`config.mk`:
```
export PLATFORM = sky130hd
export DESIGN_NAME = alarm_ctrl_flat
export DESIGN_NICKNAME = d
export VERILOG_FILES = /design/src/rtl/alarm_ctrl_if.sv /design/src/rtl/alarm_ctrl.sv /design/src/flat_wrapper.sv
export SDC_FILE = /design/constraint.sdc
export NUM_CORES = 1
export LEC_CHECK = 0
export BUFFER_PORTS_ARGS = -buffer_cell sky130_fd_sc_hd__buf_2
export CORE_UTILIZATION = 50
export DETAILED_ROUTE_END_ITERATION = 7
export PLACE_DENSITY = 0.68
export SYNTH_ARGS = -nofsm -noshare
export SYNTH_HDL_FRONTEND = slang
export SYNTH_SLANG_ARGS = --single-unit
```
`constraint.sdc`:
```
create_clock -name mclk -period 2.6 [get_ports mclk]
set_input_delay 0.52 -clock mclk [delete_from_list [all_inputs] [get_ports mclk]]
set_output_delay 0.52 -clock mclk [all_outputs]
set_load 0.01 [all_outputs]
```
`src/rtl/alarm_ctrl_if.sv`:
```
// Signal bundle between the comparator/button/seconds stages and the alarm controller.
// The master side drives the strobes and the match flag; the slave side drives the buzzer and lamps.
interface alarm_ctrl_if;
    logic       sec_tick;
    logic       equal;
    logic       stop;
    logic       snooze;
    logic       buzz;
    logic       ringing;
    logic       snoozing;
    logic [1:0] snooze_cnt;

    modport master (
        output sec_tick, equal, stop, snooze,
        input  buzz, ringing, snoozing, snooze_cnt
    );

    modport slave (
        input  sec_tick, equal, stop, snooze,
        output buzz, ringing, snoozing, snooze_cnt
    );
endinterface

```
`src/rtl/alarm_ctrl.sv`:
```
// Alarm sequencer: rings on a rising comparator match, handles snooze/stop and auto-timeout.
// All outputs are registered, so every output reacts one mclk cycle after its cause.
module alarm_ctrl #(
    parameter int unsigned RING_SEC   = 60,
    parameter int unsigned SNOOZE_SEC = 300,
    parameter int unsigned MAX_SNOOZE = 3
) (
    input  logic         mclk,
    input  logic         rst_n,
    alarm_ctrl_if.slave  bus
);
    localparam int unsigned RW = $clog2(RING_SEC);
    localparam int unsigned SW = $clog2(SNOOZE_SEC);
    localparam logic [RW-1:0] RING_LAST   = RW'(RING_SEC - 1);
    localparam logic [SW-1:0] SNOOZE_LAST = SW'(SNOOZE_SEC - 1);
    localparam logic [1:0]    SNZ_LIMIT   = 2'(MAX_SNOOZE);

    typedef enum logic [1:0] {IDLE, RING, SNOOZE} state_t;

    state_t        state;
    logic          equal_q;
    logic [RW-1:0] ring_t;
    logic [SW-1:0] snz_t;
    logic          beep;
    logic          trig;

    assign trig = bus.equal & ~equal_q;

    // Priority inside each state: stop, then snooze, then the tick-driven step.
    always_ff @(posedge mclk or negedge rst_n) begin
        if (!rst_n) begin
            state          <= IDLE;
            equal_q        <= 1'b1;
            ring_t         <= '0;
            snz_t          <= '0;
            beep           <= 1'b0;
            bus.buzz       <= 1'b0;
            bus.ringing    <= 1'b0;
            bus.snoozing   <= 1'b0;
            bus.snooze_cnt <= '0;
        end else begin
            equal_q <= bus.equal;
            case (state)
                IDLE: begin
                    if (trig) begin
                        state          <= RING;
                        ring_t         <= '0;
                        beep           <= 1'b1;
                        bus.buzz       <= 1'b1;
                        bus.ringing    <= 1'b1;
                        bus.snooze_cnt <= '0;
                    end
                end
                RING: begin
                    if (bus.stop) begin
                        state       <= IDLE;
                        ring_t      <= '0;
                        beep        <= 1'b0;
                        bus.buzz    <= 1'b0;
                        bus.ringing <= 1'b0;
                    end else if (bus.snooze && (bus.snooze_cnt < SNZ_LIMIT)) begin
                        state          <= SNOOZE;
                        ring_t         <= '0;
                        snz_t          <= '0;
                        beep           <= 1'b0;
                        bus.buzz       <= 1'b0;
                        bus.ringing    <= 1'b0;
                        bus.snoozing   <= 1'b1;
                        bus.snooze_cnt <= bus.snooze_cnt + 2'd1;
                    end else if (bus.sec_tick) begin
                        if (ring_t == RING_LAST) begin
                            state       <= IDLE;
                            ring_t      <= '0;
                            beep        <= 1'b0;
                            bus.buzz    <= 1'b0;
                            bus.ringing <= 1'b0;
                        end else begin
                            ring_t   <= ring_t + 1'b1;
                            beep     <= ~beep;
                            bus.buzz <= ~beep;
                        end
                    end
                end
                SNOOZE: begin
                    if (bus.stop) begin
                        state          <= IDLE;
                        snz_t          <= '0;
                        bus.snoozing   <= 1'b0;
                        bus.snooze_cnt <= '0;
                    end else if (bus.sec_tick) begin
                        if (snz_t == SNOOZE_LAST) begin
                            state        <= RING;
                            snz_t        <= '0;
                            ring_t       <= '0;
                            beep         <= 1'b1;
                            bus.buzz     <= 1'b1;
                            bus.ringing  <= 1'b1;
                            bus.snoozing <= 1'b0;
                        end else begin
                            snz_t <= snz_t + 1'b1;
                        end
                    end
                end
                default: begin
                    state        <= IDLE;
                    bus.buzz     <= 1'b0;
                    bus.ringing  <= 1'b0;
                    bus.snoozing <= 1'b0;
                end
            endcase
        end
    end
endmodule

```
`src/flat_wrapper.sv`:
```
// flat-port wrapper written by rule: the top's interface ports become plain ports
module alarm_ctrl_flat 
#(
    parameter int unsigned RING_SEC   = 60,
    parameter int unsigned SNOOZE_SEC = 300,
    parameter int unsigned MAX_SNOOZE = 3
)
  (mclk, rst_n, bus_sec_tick, bus_equal, bus_stop, bus_snooze, bus_buzz, bus_ringing, bus_snoozing, bus_snooze_cnt);
  alarm_ctrl_if bus_i ();
  input  logic mclk;
  input  logic rst_n;
  input wire logic [$bits(bus_i.sec_tick)-1:0] bus_sec_tick;
  input wire logic [$bits(bus_i.equal)-1:0] bus_equal;
  input wire logic [$bits(bus_i.stop)-1:0] bus_stop;
  input wire logic [$bits(bus_i.snooze)-1:0] bus_snooze;
  output wire logic [$bits(bus_i.buzz)-1:0] bus_buzz;
  output wire logic [$bits(bus_i.ringing)-1:0] bus_ringing;
  output wire logic [$bits(bus_i.snoozing)-1:0] bus_snoozing;
  output wire logic [$bits(bus_i.snooze_cnt)-1:0] bus_snooze_cnt;
  assign bus_i.sec_tick = bus_sec_tick;
  assign bus_i.equal = bus_equal;
  assign bus_i.stop = bus_stop;
  assign bus_i.snooze = bus_snooze;
  assign bus_buzz = bus_i.buzz;
  assign bus_ringing = bus_i.ringing;
  assign bus_snoozing = bus_i.snoozing;
  assign bus_snooze_cnt = bus_i.snooze_cnt;
  alarm_ctrl #(.RING_SEC(RING_SEC), .SNOOZE_SEC(SNOOZE_SEC), .MAX_SNOOZE(MAX_SNOOZE)) u_core (.mclk(mclk), .rst_n(rst_n), .bus(bus_i));
endmodule
```
After elaboration in Yosys (flattened, before gate mapping)
Index checks and enable logic that the tools add are counted.
{ "word_totals": {"wordCells": 93, "ff_bits": 24, "out_inout_bits": 5, "in_bits": 6} }
{ "classes": {"n_reduce_logical": 11, "n_lt_le_gt_ge": 1, "n_addsub": 3, "n_mux": 50, "bitwise_logic": 4, "eq_ne": 15} }
{ "op_table": {"columns": ["operator", "count"], "rows": [
  ["$mux 6", 8],
  ["$mux 9", 5],
  ["$mux 2", 12],
  ["$reduce_and 5->1", 4],
  ["$pmux 6 s3", 1],
  ["$pmux 9 s2", 1],
  ["$mux 1", 17],
  ["$pmux 1 s3", 4],
  ["$pmux 2 s3", 2],
  ["$reduce_and 6->1", 2],
  ["$add 9x1->9 const B", 1],
  ["$eq 9x9->1 const B", 1],
  ["$ne 2x2->1 const B", 4],
  ["$add 6x1->6 const B", 1],
  ["$eq 6x6->1 const B", 1],
  ["$ne 2x1->1 const B", 3],
  ["$ne 4x2->1 const B", 1],
  ["$ne 4x3->1 const B", 1],
  ["$reduce_and 4->1", 1],
  ["$ne 3x2->1 const B", 1],
  ["$ne 3x3->1 const B", 1],
  ["$not 1->1", 3],
  ["$reduce_bool 3->1", 1],
  ["$add 2x1->2 const B", 1],
  ["other kinds (7)", 7]
]} }

Depth between registers and ports, before layout
Gate-level depths: netlist (run 1).
{ "logic_depth": {"word_depth": 6, "mapped_depth": 7, "depth_no_buf": 6} }

Least setup slack after synthesis (run 1)
Ideal clock, no wire load.
{ "synth_path": {"kind": "flip-flop to flip-flop", "from": "register u_core.snz_t[6]", "to": "register u_core.ring_t[2]", "n_path_buf": 0, "setup_time_ps": 126, "arrival_time_ps": 1801, "required_time_ps": 2474, "slack_ps": 674, "period_less_slack_ps": 1926, "path_stages_with_launch": 6, "path_cell_list": "dfrtp_1 > or4_4 > o41ai_4 > o2111ai_4 > o21ai_0 > o21ai_1"} }
{ "synth_via": {"elab_chain_len": 3} }
{ "synth_rtl": {"columns": ["item", "line_no", "text"], "rows": [
  ["start: declaration", "alarm_ctrl.sv:23", "logic [SW-1:0] snz_t;"],
  ["start signal: assignment", "alarm_ctrl.sv:100", "snz_t <= snz_t + 1'b1;"],
  ["$eq 9x9->1", "alarm_ctrl.sv:91", "if (snz_t == SNOOZE_LAST) begin"],
  ["$ne 2x1->1 (no source line)", null, null],
  ["$reduce_and 6->1 (no source line)", null, null],
  ["end signal: assignment", "alarm_ctrl.sv:78", "ring_t <= ring_t + 1'b1;"],
  ["end: declaration", "alarm_ctrl.sv:22", "logic [RW-1:0] ring_t;"]
]} }
No other way between the ends.
A chain may end at the register's enable or synchronous reset.

Worst setup path in the final report (run 1)
Same ends and word-level chain as after synthesis.

==> flow_summary.yaml, run 1 <==
place:
  dp_hpwl_mm: 2.012
  finalWeightedCongestion: 0.7722
  dpl_cell_area_um2: 1450
  port_buffers: 10
  post-place-ws_ps: 519.9
final_layout:
  n_fill_cell: 217
  final_common_cell: "dfrtp_1"
  drive_gt1_frac: 0.1824
  layout.nets: 169
  antennaDiodeCount: 0
  area_growth_pct: 7.906
  layout_common_cells: "23 x dfrtp_1, 22 x o21ai_0, 13 x nand2_1"
  fin_util: 0.5905
  stdcell_area_um2: 1503
clock_network:
  insertion_delay_ps: 310
  cts_tree: "yes"
  post_cts_buffers: 0
  ctsLongestPathBuffers: 2
  clock-root-buffer: "clkbuf_4"
  ctsHoldBuffers: 0
  clock-sinks: 24
  clkSlewWorstSetupHoldPaths_ps: 140
  cts_buffers: 3
  htreeDepth: 1
  cts_resized: 0
timing:
  max_freq_ghz: 0.4728
  post-route-period-util: 0.8135
  setup_slack_ps: 484.8
  fin_setup_tns_ps: 0
  fin_skew_ps: 6.273
  drv_slew: 0
  rsz0062_at_grt: "no"
  hold_violations: 0
  worst_pin_slew_ps: 675.6
  period_minus_slack_ps: 2115
  slew_headroom: 0.5496
  setup_viol: 0
routing:
  routed_wl_mm: 2.793
  route.met3.wl_um: 59
  drc_errors: 0
  wl_per_cell_um: 14.78
  dr.max_layer_used: "met4"
  drt_iter0_drc: 21
  wirelength_met1_mm: 1.386
  dr_wl_met2_mm: 1.333
  routed_via_density: 5.899
  vias: 1115
  dr.pass1.iters: 4
  drtAntennaViolNets: 0
worst_setup_path:
  cp-startpoint: "u_core.snz_t[6]"
  path_class: "flop to flop"
  crit_fanout: 9
  crit_path_start_kind: "flop"
  end_kind: "flop"
  worstPathArrival_ps: 2330
  critPathRequiredTime_ps: 2820
  rr_endpoint: "u_core.ring_t[2]"
  reg2reg_slack_ps: 480
  r2r-start: "u_core.snz_t[6]"
  reg2regPathDepth: 5
yosys:
  ys_seq_area_frac: 0.4322
  synth_edf_count: 0
  syn_inst: 149
  synth_ff_type: "dfrtp_1"
  yosys_warnings: 0
  avgSynthCellArea_um2: 9.346
  syn-cell-area_um2: 1393
  synthArstFlopShare: 1.000
  syn-num-nets: 158
  ys_ff_latch: 24
  netlist-cell-type-count: 44
global_route:
  track_usage: 0.2145
  grt_antenna_before_repair: 0
  grt_overflow: 0
  grt_pass1_vias: 1041
  grt_pass1_wl_mm: 4.643
  grt_max_degree: 25
outcome:
  status: "completed"
pwr:
  leakage_nw: 0.6559
  total_power_mw: 1.203
  ir_drop_v: 0.0005231
  power.density_nw_per_um2: 800.5
floorplan:
  die_x_um: 54.78
  die_area_um2: 3000
  fp.coreArea_um2: 2545
  chipHeight_um: 54.78
  boundaryPins: 11
  initial_core_util: 0.5472
  rows: 18
min_path:
  hold_class: "input pin to asynchronous set/reset pin"
flow_run:
  cap_violations: 0
where the power goes:
part | switching, mW | internal (mW) | total (mW)
Clock | 0.116 | 0.156 | 0.272
Sequential | 0.0781 | 0.446 | 0.524
Combinational | 0.227 | 0.181 | 0.407
Total | 0.421 | 0.782 | 1.20
cells by family after synthesis:
| group | synth area share |
|---|---|
| buf+inv | 0.03504 |
| mux | 0.02336 |
| fa+ha+maj | 0.02696 |
| compound gates | 0.2471 |
| flops | 0.4322 |
| simple gates | 0.2354 |
area by class of cell:
class | instances | area [um^2] | share of cell area
well taps | 30 | 37.54 | 0.02498
flip-flops and latches | 24 | 601.8 | 0.4005
inverters | 5 | 18.77 | 0.01249
clock buffers | 3 | 22.52 | 0.01499
repair buffers | 10 | 50.05 | 0.03331
clock inverters | 1 | 30.03 | 0.01998
multi-input cells | 116 | 742.0 | 0.4938
flip-flops by register name, summed over array words and instances (netlist names):
name                   cells
u_core.snz_t               9
u_core.ring_t              6
u_core.bus.snooze_cnt      2
u_core.state               2
u_core.beep                1
u_core.bus.buzz            1
u_core.bus.ringing         1
u_core.bus.snoozing        1
u_core.equal_q             1
cell usage after synthesis, types with 3 or more instances:
cell type / instances / area, um^2
nand3_1: 6 / 30.03
o31ai_1: 5 / 37.54
nand2_1: 13 / 48.80
a21oi_1: 8 / 40.04
inv_1: 5 / 18.77
o21ai_0: 22 / 110.1
ha_1: 3 / 37.54
dfrtp_1: 23 / 575.6
nand4_1: 3 / 18.77
o21ai_1: 4 / 20.02
nor2_1: 12 / 45.04
nor3_1: 5 / 25.02
routing by layer:
layer	vias to the layer above	track usage
li1	571	-
met1	530	0.2838
met2	12	0.3594
met3	2	0.02778
met4	0	0.06410
met5	-	0
how the worst max path moves through the flow:
| stage | to | slack, ps |
|---|---|---|
| floorplan | u_core.ring_t[2] | 670 |
| global placement | u_core.ring_t[3] | 540 |
| detailed placement | u_core.ring_t[2] | 520 |
| CTS | u_core.ring_t[2] | 500 |
| global route | u_core.ring_t[3] | 350 |
| finish | u_core.ring_t[2] | 480 |
critical path, stage by stage, from the launching register on:
cell	delay, ps
dfrtp_1	470
or4_4	600
o41ai_4	400
o2111ai_4	250
o21ai_0	210
o21ai_1	80
through the flow:
stage,std cells,hold WS (ps)
after global placement,185,464.0
after floorplan,149,224.4
after CTS,189,176.3
after global routing,189,203.1
after detailed placement,185,475.5
final,189,167.3
Power figures use the tool's default switching activity.
==> run 2, diff against run 1 <==
ABC_AREA = 1   (was not set)
clock period = 1.95 ns   (was 2.6 ns; I/O delays follow)
==> run 2 against run 1 <==
Against the previous run:
- flip-flop and latch count is the same
- sequential power increased by 35%
- worst hold slack lost 140 ps
- critical path depth is 4 higher
- non-clock buffer count unchanged
- critical endpoint is now u_core.snz_t[2]
==> flow_summary.yaml, run 2 <==
clock_network:
  cts_resized: 0
  ctsHoldBuffers: 0
  clock-root-buffer: "clkbuf_4"
  clock-sinks: 24
  cts_buffers: 3
  post_cts_buffers: 0
  insertion_delay_ps: 310
  ctsLongestPathBuffers: 2
  htreeDepth: 1
  clkSlewWorstSetupHoldPaths_ps: 130
  cts_tree: "yes"
routing:
  routed_via_density: 5.291
  routed_wl_mm: 3.198
  drtAntennaViolNets: 0
  drc_errors: 0
  vias: 1418
  drt_iter0_drc: 71
  route.met3.wl_um: 117
  dr_wl_met2_mm: 1.465
  wl_per_cell_um: 11.93
  dr.max_layer_used: "met4"
  wirelength_met1_mm: 1.582
  dr.pass1.iters: 4
yosys:
  syn-num-nets: 232
  yosys_warnings: 0
  syn_inst: 223
  avgSynthCellArea_um2: 7.002
  netlist-cell-type-count: 28
  yosys-top-cells-area: "dfrtp_1 37%, nand2_1 19%, inv_1 6.3%"
  synth_ff_type: "dfrtp_1"
  synth_common_cells: "78 x nand2_1, 26 x inv_1, 26 x nor2_1"
  yosys.area.top_type_share: 0.3686
  synth_top_cell_by_area: "dfrtp_1"
  syn-cell-area_um2: 1561
  ys_ff_latch: 24
  synth_edf_count: 0
  ys_seq_area_frac: 0.3854
  synth.most_common_cell: "nand2_1"
  synthArstFlopShare: 1.000
final_layout:
  layout_common_cells: "78 x nand2_1, 26 x inv_1, 26 x nor2_1"
  layout.nets: 247
  largestRegisters: "u_core.snz_t x9, u_core.ring_t x6"
  drive_gt1_frac: 0.1646
  finalNonFillerCells: 268
  top_register: "u_core.snz_t"
  fin_util: 0.5877
  antennaDiodeCount: 0
  final_common_cell: "nand2_1"
  area_growth_pct: 7.372
  largest_reg_flops: 9
timing:
  setup_slack_ps: 329.5
  max_freq_ghz: 0.6171
  worst_pin_slew_ps: 516.0
  fin_setup_tns_ps: 0
  drv_slew: 0
  hold_violations: 0
  period_minus_slack_ps: 1621
  slew_headroom: 0.6560
  post-route-period-util: 0.8310
  fin_skew_ps: 10.45
  rsz0062_at_grt: "no"
  setup_viol: 0
global_route:
  grt_overflow: 0
  track_usage: 0.2292
  grt_pass1_vias: 1417
  grt_max_degree: 25
  grt_pass1_wl_mm: 5.996
  grt_antenna_before_repair: 0
min_path:
  hold_class: "input pin to asynchronous set/reset pin"
place:
  dp_hpwl_mm: 2.509
  finalWeightedCongestion: 0.9367
  placed_cells: 264
  post-place-ws_ps: 365.1
  port_buffers: 10
floorplan:
  rows: 19
  boundaryPins: 11
  initial_core_util: 0.5474
  die_area_um2: 3351
  chipHeight_um: 57.89
  die_x_um: 57.89
  fp.coreArea_um2: 2853
pwr:
  ir_drop_v: 0.0008905
  leakage_nw: 0.8620
  power.density_nw_per_um2: 1111
worst_setup_path:
  critPathRequiredTime_ps: 2170
  path_buf_inv: 2
  crit_top_cell: "nand2_1"
  crit_path_start_kind: "flop"
  critPathSlowestCell: "dfrtp_1"
  critical_path.max_stage_delay_ps: 430
  crit_fanout: 9
  end_kind: "flop"
  crit_chain: "ha_1 -> inv_1 -> nand2_1 -> o21ai_4 -> nand2_4 -> clkinv_4 -> nand2_2 -> nand2_1 -> nor2_2"
  worstPathArrival_ps: 1850
  crit_family: "simple AND/OR/NAND/NOR gates"
  path_class: "flop to flop"
flow_run:
  cap_violations: 0
outcome:
  status: "completed"
[run 2: cell types whose count changed after synthesis, moves of 3 or more]
| cell | delta |
|---|---|
| nand2_1 | +65 |
| inv_2 | +5 |
| nor2_2 | +5 |
| nor3_1 | -3 |
| o31ai_1 | -5 |
| a21oi_1 | -7 |
| nand4_1 | +6 |
| nand3_1 | +7 |
| nand2_2 | +4 |
| nor2_1 | +14 |
| o21ai_0 | -19 |
| inv_1 | +21 |
[run 2: path summary, 6_finish.rpt]
kind                                     startpoint                   to  slack (ps)  depth (start not counted)
setup reg to reg           u_core.bus.snooze_cnt[0]      u_core.snz_t[2]         330                          9
hold / removal                                rst_n      u_core.snz_t[4]          30                          1
min in group mclk                         bus_equal       u_core.equal_q         180                          1
hold reg to reg                 u_core.bus.snoozing  u_core.bus.snoozing         490                          2
setup / recovery           u_core.bus.snooze_cnt[0]      u_core.snz_t[2]         330                          9
max in group asynchronous                     rst_n       u_core.equal_q        1550                          1
[run 2: final cells by class]
class	instances	area [um^2]
clock buffer	4	26.28
fill	290	1176
inverter	33	128.9
multi-input combinational	166	830.8
sequential	24	601.8
tap	31	38.79
timing repair buffer	10	50.05
[run 2: layer usage]
| layer | global-route usage | vias to the layer above |
|---|---|---|
| met5 | 0 | - |
| met4 | 0.06463 | 0 |
| met3 | 0.02232 | 4 |
| met2 | 0.3662 | 40 |
| met1 | 0.3333 | 653 |
| li1 | - | 721 |
[run 2: through the flow]
step	power [mW]	hold slack [ps]	instance area (um^2)
after floorplan	1.424	94.41	1562
after global placement	1.633	399.0	1650
after detailed placement	1.651	402.5	1650
after CTS	1.884	42.73	1677
after global routing	2.045	63.82	1677
final	1.863	28.24	1677
[run 2: cells by family (layout without fill, tap and decap cells)]
family	after synthesis	count (layout)	synth area share
simple gates	146	146	0.4327
buf+inv	33	47	0.08253
flops	24	24	0.3854
compound gates	14	14	0.05850
fa+ha+maj	3	3	0.02404
xor+xnor	3	3	0.01683
[run 2: where the power goes]
part           internal [mW]  total, mW  switching (mW)
sequential             0.600      0.706           0.106
combinational          0.301      0.934           0.633
clock                 0.0798      0.222           0.142
total                  0.981       1.86           0.882
